`src/rtl/disparity_search_ctrl_if.sv`:
```
// rtl/disparity_search_ctrl_if.sv - handshake/bus bundle for disparity_search_ctrl
// Purpose: groups the start/result, line-buffer fetch and MAC engine signals.
// Ports (master = search controller, slave = surrounding datapath):
//   start_in, busy_out, done_out, disparity_out, cost_out    : search control/result
//   fetch_req_out, fetch_row_out, fetch_disp_out             : row-pair request
//   fetch_valid_in, left_row_in, right_row_in                : row-pair response
//   mac_valid_out, mac_left_out, mac_right_out               : MAC issue
//   mac_acc_in, mac_valid_in                                 : MAC result
interface disparity_search_ctrl_if #(
  parameter int WIN_ROWS = 6,
  parameter int MAX_DISP = 64,
  parameter int ACC_W    = 20,
  parameter int COST_W   = 23
);
  // Width guards keep 1-entry configurations at a legal 1-bit index
  localparam int ROW_W  = (WIN_ROWS > 1) ? $clog2(WIN_ROWS) : 1;
  localparam int DISP_W = (MAX_DISP > 1) ? $clog2(MAX_DISP) : 1;

  logic              start_in;
  logic              busy_out;
  logic              done_out;
  logic [DISP_W-1:0] disparity_out;
  logic [COST_W-1:0] cost_out;
  logic              fetch_req_out;
  logic [ROW_W-1:0]  fetch_row_out;
  logic [DISP_W-1:0] fetch_disp_out;
  logic              fetch_valid_in;
  logic [47:0]       left_row_in;
  logic [47:0]       right_row_in;
  logic              mac_valid_out;
  logic [47:0]       mac_left_out;
  logic [47:0]       mac_right_out;
  logic [ACC_W-1:0]  mac_acc_in;
  logic              mac_valid_in;

  modport master (
    input  start_in, fetch_valid_in, left_row_in, right_row_in, mac_acc_in, mac_valid_in,
    output busy_out, done_out, disparity_out, cost_out,
    output fetch_req_out, fetch_row_out, fetch_disp_out,
    output mac_valid_out, mac_left_out, mac_right_out
  );

  modport slave (
    output start_in, fetch_valid_in, left_row_in, right_row_in, mac_acc_in, mac_valid_in,
    input  busy_out, done_out, disparity_out, cost_out,
    input  fetch_req_out, fetch_row_out, fetch_disp_out,
    input  mac_valid_out, mac_left_out, mac_right_out
  );
endinterface

```
`src/rtl/disparity_search_ctrl.sv`:
```
// rtl/disparity_search_ctrl.sv - SSD window disparity search sequencer
// Purpose: for each disparity 0..MAX_DISP-1 fetches WIN_ROWS row pairs, feeds them one at a
//   time to the 6-pixel SSD MAC, sums the row costs and keeps the lowest-cost disparity.
// Ports: clk_in (clock), rst_in (async active-high reset), bus (disparity_search_ctrl_if.master:
//   start/busy/done/result, fetch request/response, MAC issue/result).
// Optional feature macro: DISP_EARLY_TERM_EN (abandon a disparity once its partial sum
//   already reaches the best cost; result unchanged, fewer fetches).
module disparity_search_ctrl #(
  parameter int WIN_ROWS = 6,
  parameter int MAX_DISP = 64,
  parameter int ACC_W    = 20,
  parameter int COST_W   = 23
) (
  input  logic                    clk_in,
  input  logic                    rst_in,
  disparity_search_ctrl_if.master bus
);
  localparam int ROW_W  = (WIN_ROWS > 1) ? $clog2(WIN_ROWS) : 1;
  localparam int DISP_W = (MAX_DISP > 1) ? $clog2(MAX_DISP) : 1;
  localparam logic [ROW_W-1:0]  ROW_LAST  = ROW_W'(WIN_ROWS - 1);
  localparam logic [DISP_W-1:0] DISP_LAST = DISP_W'(MAX_DISP - 1);

  typedef enum logic [2:0] {
    S_IDLE, S_REQ, S_WAIT_DATA, S_WAIT_MAC, S_CMP, S_DONE
  } state_t;

  state_t            state_q, state_d;
  logic [ROW_W-1:0]  row_q, row_d;
  logic [DISP_W-1:0] disp_q, disp_d;
  logic [COST_W-1:0] sum_q, sum_d;
  logic [COST_W-1:0] best_q, best_d;
  logic [DISP_W-1:0] bestd_q, bestd_d;
  logic              busy_q, busy_d;
  logic              done_q, done_d;
  logic [DISP_W-1:0] disparity_q, disparity_d;
  logic [COST_W-1:0] cost_q, cost_d;
  logic              fetch_req_q, fetch_req_d;
  logic              mac_valid_q, mac_valid_d;
  logic [47:0]       mac_left_q, mac_left_d;
  logic [47:0]       mac_right_q, mac_right_d;

  logic [COST_W-1:0] sum_next;
  logic              win;
  logic              et_skip;

  always_comb begin
    sum_next = sum_q + COST_W'(bus.mac_acc_in);
    // disp 0 always seeds best; afterwards strict < keeps the lowest disparity on ties
    win      = (sum_q < best_q) || (disp_q == '0);
`ifdef DISP_EARLY_TERM_EN
    // A partial sum already >= best can never win, so the remaining rows are pointless
    et_skip  = (disp_q != '0) && (sum_next >= best_q);
`else
    et_skip  = 1'b0;
`endif

    state_d     = state_q;
    row_d       = row_q;
    disp_d      = disp_q;
    sum_d       = sum_q;
    best_d      = best_q;
    bestd_d     = bestd_q;
    busy_d      = busy_q;
    done_d      = 1'b0;
    disparity_d = disparity_q;
    cost_d      = cost_q;
    fetch_req_d = 1'b0;
    mac_valid_d = 1'b0;
    mac_left_d  = mac_left_q;
    mac_right_d = mac_right_q;

    // Pulse outputs are set on the transition so they are high while in the target state
    unique case (state_q)
      S_IDLE: begin
        if (bus.start_in) begin
          state_d     = S_REQ;
          row_d       = '0;
          disp_d      = '0;
          sum_d       = '0;
          best_d      = '1;
          busy_d      = 1'b1;
          fetch_req_d = 1'b1;
        end
      end
      S_REQ: begin
        state_d = S_WAIT_DATA;
      end
      S_WAIT_DATA: begin
        if (bus.fetch_valid_in) begin
          mac_left_d  = bus.left_row_in;
          mac_right_d = bus.right_row_in;
          mac_valid_d = 1'b1;
          state_d     = S_WAIT_MAC;
        end
      end
      S_WAIT_MAC: begin
        if (bus.mac_valid_in) begin
          sum_d = sum_next;
          if (et_skip || row_q == ROW_LAST) begin
            state_d = S_CMP;
          end else begin
            row_d       = row_q + ROW_W'(1);
            state_d     = S_REQ;
            fetch_req_d = 1'b1;
          end
        end
      end
      S_CMP: begin
        if (win) begin
          best_d  = sum_q;
          bestd_d = disp_q;
        end
        if (disp_q != DISP_LAST) begin
          disp_d      = disp_q + DISP_W'(1);
          row_d       = '0;
          sum_d       = '0;
          state_d     = S_REQ;
          fetch_req_d = 1'b1;
        end else begin
          // Result is published together with the done pulse, including this last compare
          state_d     = S_DONE;
          done_d      = 1'b1;
          busy_d      = 1'b0;
          disparity_d = win ? disp_q : bestd_q;
          cost_d      = win ? sum_q : best_q;
        end
      end
      S_DONE: begin
        state_d = S_IDLE;
      end
      default: begin
        state_d = S_IDLE;
      end
    endcase
  end

  always_ff @(posedge clk_in or posedge rst_in) begin
    if (rst_in) begin
      state_q     <= S_IDLE;
      row_q       <= '0;
      disp_q      <= '0;
      sum_q       <= '0;
      best_q      <= '0;
      bestd_q     <= '0;
      busy_q      <= 1'b0;
      done_q      <= 1'b0;
      disparity_q <= '0;
      cost_q      <= '0;
      fetch_req_q <= 1'b0;
      mac_valid_q <= 1'b0;
      mac_left_q  <= '0;
      mac_right_q <= '0;
    end else begin
      state_q     <= state_d;
      row_q       <= row_d;
      disp_q      <= disp_d;
      sum_q       <= sum_d;
      best_q      <= best_d;
      bestd_q     <= bestd_d;
      busy_q      <= busy_d;
      done_q      <= done_d;
      disparity_q <= disparity_d;
      cost_q      <= cost_d;
      fetch_req_q <= fetch_req_d;
      mac_valid_q <= mac_valid_d;
      mac_left_q  <= mac_left_d;
      mac_right_q <= mac_right_d;
    end
  end

  assign bus.busy_out       = busy_q;
  assign bus.done_out       = done_q;
  assign bus.disparity_out  = disparity_q;
  assign bus.cost_out       = cost_q;
  assign bus.fetch_req_out  = fetch_req_q;
  assign bus.fetch_row_out  = row_q;
  assign bus.fetch_disp_out = disp_q;
  assign bus.mac_valid_out  = mac_valid_q;
  assign bus.mac_left_out   = mac_left_q;
  assign bus.mac_right_out  = mac_right_q;
endmodule

```
`src/flat_wrapper.sv`:
```
// flat-port wrapper written by rule: the top's interface ports become plain ports
module disparity_search_ctrl_flat 
#(
  parameter int WIN_ROWS = 6,
  parameter int MAX_DISP = 64,
  parameter int ACC_W    = 20,
  parameter int COST_W   = 23
)
  (clk_in, rst_in, bus_start_in, bus_fetch_valid_in, bus_left_row_in, bus_right_row_in, bus_mac_acc_in, bus_mac_valid_in, bus_busy_out, bus_done_out, bus_disparity_out, bus_cost_out, bus_fetch_req_out, bus_fetch_row_out, bus_fetch_disp_out, bus_mac_valid_out, bus_mac_left_out, bus_mac_right_out);
  disparity_search_ctrl_if #(.WIN_ROWS(WIN_ROWS), .MAX_DISP(MAX_DISP), .ACC_W(ACC_W), .COST_W(COST_W)) bus_i ();
  input  logic clk_in;
  input  logic rst_in;
  input wire logic [$bits(bus_i.start_in)-1:0] bus_start_in;
  input wire logic [$bits(bus_i.fetch_valid_in)-1:0] bus_fetch_valid_in;
  input wire logic [$bits(bus_i.left_row_in)-1:0] bus_left_row_in;
  input wire logic [$bits(bus_i.right_row_in)-1:0] bus_right_row_in;
  input wire logic [$bits(bus_i.mac_acc_in)-1:0] bus_mac_acc_in;
  input wire logic [$bits(bus_i.mac_valid_in)-1:0] bus_mac_valid_in;
  output wire logic [$bits(bus_i.busy_out)-1:0] bus_busy_out;
  output wire logic [$bits(bus_i.done_out)-1:0] bus_done_out;
  output wire logic [$bits(bus_i.disparity_out)-1:0] bus_disparity_out;
  output wire logic [$bits(bus_i.cost_out)-1:0] bus_cost_out;
  output wire logic [$bits(bus_i.fetch_req_out)-1:0] bus_fetch_req_out;
  output wire logic [$bits(bus_i.fetch_row_out)-1:0] bus_fetch_row_out;
  output wire logic [$bits(bus_i.fetch_disp_out)-1:0] bus_fetch_disp_out;
  output wire logic [$bits(bus_i.mac_valid_out)-1:0] bus_mac_valid_out;
  output wire logic [$bits(bus_i.mac_left_out)-1:0] bus_mac_left_out;
  output wire logic [$bits(bus_i.mac_right_out)-1:0] bus_mac_right_out;
  assign bus_i.start_in = bus_start_in;
  assign bus_i.fetch_valid_in = bus_fetch_valid_in;
  assign bus_i.left_row_in = bus_left_row_in;
  assign bus_i.right_row_in = bus_right_row_in;
  assign bus_i.mac_acc_in = bus_mac_acc_in;
  assign bus_i.mac_valid_in = bus_mac_valid_in;
  assign bus_busy_out = bus_i.busy_out;
  assign bus_done_out = bus_i.done_out;
  assign bus_disparity_out = bus_i.disparity_out;
  assign bus_cost_out = bus_i.cost_out;
  assign bus_fetch_req_out = bus_i.fetch_req_out;
  assign bus_fetch_row_out = bus_i.fetch_row_out;
  assign bus_fetch_disp_out = bus_i.fetch_disp_out;
  assign bus_mac_valid_out = bus_i.mac_valid_out;
  assign bus_mac_left_out = bus_i.mac_left_out;
  assign bus_mac_right_out = bus_i.mac_right_out;
  disparity_search_ctrl #(.WIN_ROWS(WIN_ROWS), .MAX_DISP(MAX_DISP), .ACC_W(ACC_W), .COST_W(COST_W)) u_core (.clk_in(clk_in), .rst_in(rst_in), .bus(bus_i));
endmodule
```
`config.mk`:
```
export PLATFORM = sky130hd
export DESIGN_NAME = disparity_search_ctrl_flat
export DESIGN_NICKNAME = d
export VERILOG_FILES = /design/src/rtl/disparity_search_ctrl_if.sv /design/src/rtl/disparity_search_ctrl.sv /design/src/flat_wrapper.sv
export SDC_FILE = /design/constraint.sdc
export NUM_CORES = 1
export LEC_CHECK = 0
export BUFFER_PORTS_ARGS = -buffer_cell sky130_fd_sc_hd__buf_2
export CORE_UTILIZATION = 40
export DETAILED_ROUTE_END_ITERATION = 8
export GPL_TIMING_DRIVEN = 1
export MAX_ROUTING_LAYER = met4
export SYNTH_ARGS = -nofsm -noshare
export SYNTH_HDL_FRONTEND = slang
export SYNTH_SLANG_ARGS = --single-unit
```
`constraint.sdc`:
```
create_clock -name clk_in -period 14.4 [get_ports clk_in]
set_clock_uncertainty 0.2 [all_clocks]
set_input_delay 2.16 -clock clk_in [delete_from_list [all_inputs] [get_ports clk_in]]
set_output_delay 2.16 -clock clk_in [all_outputs]
set_load 0.03 [all_outputs]
```
==> summary by stage <==
Global routing
The largest net degree at the start of global routing is 132. The number of antenna violations at the first check in global routing was 1. The number of global-route vias before repair is 6,736.

The overall global routing resource usage is 20.3%. The sum of overflow across all layers after global routing is 0. The first global-routing pass estimated 36.5 mm of wire.

Drt
The first detailed-routing pass ran for 4 iterations. After detailed routing, the number of vias per cell comes to 5.10. In the final routed layout, each cell accounts on average for 16.8 um. The number of DRC markers after the initial detailed-route iteration is 283. The post-route DRC violation count is 0. The routed layout has 6,940 vias. The sum of routed wire length over all layers is 22.9 mm. The final antenna-violating net count is 0.

Logic synthesis
The number of synthesized register bits is 193. The count of mapped cells out of synthesis is 816. The area share of fa/ha/maj cells after synthesis is 6.47%.

After synthesis, the largest family of logic cells by area is multiplexers. Of the total synthesized cell area, the portion taken by AND, OR, NAND and NOR gates is 9.08%. During synthesis, Yosys emitted a total of 0 warnings. The number of nets in the synthesized netlist is 984.

The sequential element share of the synthesized area is 52.5%. In this run the cell area of the synthesized design comes to 9200 um^2. For this run, asynchronously set or reset flops after synthesis account for 100%. Dividing the synthesized area by the synthesized cell count gives 11.3 um^2. The synthesized netlist devotes 12.2% of its cell area to compound gates.

The synthesized design contains 0 enable-type register cells. In the synthesized netlist the dominant register cell turns out to be dfrtp_1. In this run, distinct cell masters in the synthesized netlist total 52. The share of cell area taken by muxes after synthesis is 14.9%. After Yosys synthesis, XOR and XNOR cells account for 1.81% of the synthesized area.

STA
The worst pin sits at a relative slew slack of 28.7%. The post-route worst setup slack is 10,230 ps. Setup total negative slack on the finished layout was measured at 0 ps. Setup repair after global routing left no endpoint under its margin.

The period utilization is 29.0%. The tightest hold path in the finished design has a slack of 273 ps. The transition time at the pin with the least slew margin is 1070 ps. The count of final hold-check violations came to 0. The final max-slew violation count is 0. The worst path in the final design needs a cycle of 4170 ps, including I/O delays and setup. Static timing analysis puts the maximum clock frequency at 0.240 GHz. Setup violations remaining at the end of the flow were counted as 0.

Pwr
The maximum ir drop on the vdd rail is 0.0742 mV. The design draws 2.43 mW. The cell leakage power is 5.61 nW. In this run the power density over the cells is 214 nW/um^2.

Run
The tool flagged a number of max-cap violations equal to 0.

Placed design
The placed instance area is 10,800 um^2. Routability-driven placement finished with a final weighted congestion of 0.854. The total half-perimeter wirelength after legalization and detailed placement is 16.8 mm. The worst-case setup slack after placement is 9800 ps. The number of port buffers is 258. The number of cells after detailed placement is 1,329.

CTS
The clock insertion delay at the later pin of the skew report is 440 ps. The tree built by TritonCTS fans out to 193 sinks. After clock tree synthesis, the clock-pin slew on the worst setup and hold paths is 70 ps.

Post-CTS timing repair inserted 0 buffers for setup. TritonCTS built the clock tree. CTS built an H-tree with a depth of 4. The number of hold buffers added after CTS is 0. The post-cts sizing count is 0.

The cell chosen for the clock root is clkbuf_16. The maximum count of clock buffers along a single path is 2. TritonCTS created 17 clock buffers.

Final layout
Registers take 4830 um^2. Excluding fillers, the count of instances in the completed layout stands at 1,362. Cells fill 50.3% of the core in the end. The share of post-route cells with drive strength above 1 is 37.8%. In the layout the commonest cells are buf_2, dfrtp_1, mux2_2. The number of filler instances in the final layout is 2,108. The most common cell after layout, fill and taps aside is buf_2. The final standard cell area without fillers is 11,400 um^2. The layout net count is 1,231. The relative area change from synthesis to final layout is 23.3%.

In the final layout, the multi-input gates occupy 4110 um^2.

Floorplan
From bottom edge to top edge, the die measures 154 um. The I/O pin count is 259. The effective utilization at floorplan is 40.8%. The die outline area is 23,600 um^2.

The floorplan has 55 rows. The area of the core is 22,600 um^2. The die width is 154 um.

Hold path
The type of the most critical hold path is register to register. Counting instances, the worst hold path has a depth of 1.

Setup path
The worst setup path is of the input pin to register kind. Data on the critical path is required at its endpoint by 14,550 ps. The startpoint type of the worst setup path is an input pin. The sort of element at the end of the critical path is a register.

Along the worst path, the maximum fanout reaches 4. Counting cells, the worst reg-to-reg path comes to 7. The critical path data arrival time is 4330 ps.

Run status
The flow ran to the end, and the final reports show no timing, DRC or antenna violations.
[area by class of cell]
cell class,instances,share of cell area (%)
inverters,29,1.03
well taps,285,3.14
repair buffers,264,11.8
diodes,1,0.0220
clock buffers,18,3.78
flip-flops and latches,193,42.5
multi-input cells,558,36.2
clock inverters,14,1.48
[logic make-up (layout without fill, tap and decap cells)]
| logic type | after synthesis | after routing |
|---|---|---|
| AO/OA/AOI/OAI | 174 | 174 |
| other | 0 | 1 |
| flip-flops | 193 | 193 |
| adder cells (fa/ha/maj) | 47 | 47 |
| XOR/XNOR | 19 | 19 |
| AND/OR/NAND/NOR | 193 | 193 |
| buffers and inverters | 65 | 325 |
| multiplexers | 125 | 125 |
[power breakdown]
| part | internal (mW) | switching, mW | total (mW) |
|---|---|---|---|
| sequential | 0.734 | 0.139 | 0.874 |
| combinational | 0.410 | 0.671 | 1.08 |
| clock | 0.249 | 0.230 | 0.479 |
| total | 1.39 | 1.04 | 2.43 |
[flip-flops by register name, indices dropped and copies added (netlist names), 3 cells and up]
name	flops
u_core.bus.disparity_out	6
u_core.sum_q	23
u_core.bus.mac_right_out	48
u_core.state_q	3
u_core.bus.fetch_disp_out	6
u_core.bus.mac_left_out	48
u_core.best_q	23
u_core.bus.fetch_row_out	3
u_core.bus.cost_out	23
u_core.bestd_q	6
[worst max-delay path: stages]
cell,delay (ps)
buf_2,100
ha_1,230
fa_1,430
a211oi_1,320
o21ai_0,270
nand2_1,150
a21oi_1,120
nand2b_1,190
o2111ai_1,140
mux2i_1,230
[synthesized netlist by cell type (9+ instances only)]
cell type / number / share of area [%]
a21o_1: 9 / 0.73
a21oi_1: 29 / 1.6
a22oi_1: 15 / 1.2
clkbuf_1: 23 / 0.94
dfrtp_1: 193 / 52
ha_1: 46 / 6.3
inv_1: 29 / 1.2
mux2_2: 97 / 12
mux2i_1: 28 / 3.0
nand2_1: 83 / 3.4
nand3_1: 11 / 0.60
nor2_1: 67 / 2.7
o21ai_0: 62 / 3.4
xor2_1: 11 / 1.0
[layer usage]
metal,global-route usage (%),up-vias,wire [um]
li1,-,3390,-
met1,24.8,3346,9990
met2,33.3,186,11300
met3,5.24,18,1390
met4,5.86,0,275
met5,-,-,0
[worst paths after layout]
| kind | slack, ps | to | from |
|---|---|---|---|
| max | 10230 | u_core.sum_q[22] | bus_mac_acc_in[0] |
| min | 270 | u_core.bus.disparity_out[3] | u_core.bus.disparity_out[3] |
| max reg2reg | 10930 | u_core.best_q[15] | u_core.sum_q[1] |
| min reg2reg | 270 | u_core.bus.disparity_out[3] | u_core.bus.disparity_out[3] |
| max in group asynchronous | 10850 | u_core.bus.mac_right_out[0] | rst_in |
| min in group asynchronous | 1700 | u_core.bus.mac_right_out[1] | rst_in |
Power figures use the tool's default switching activity.
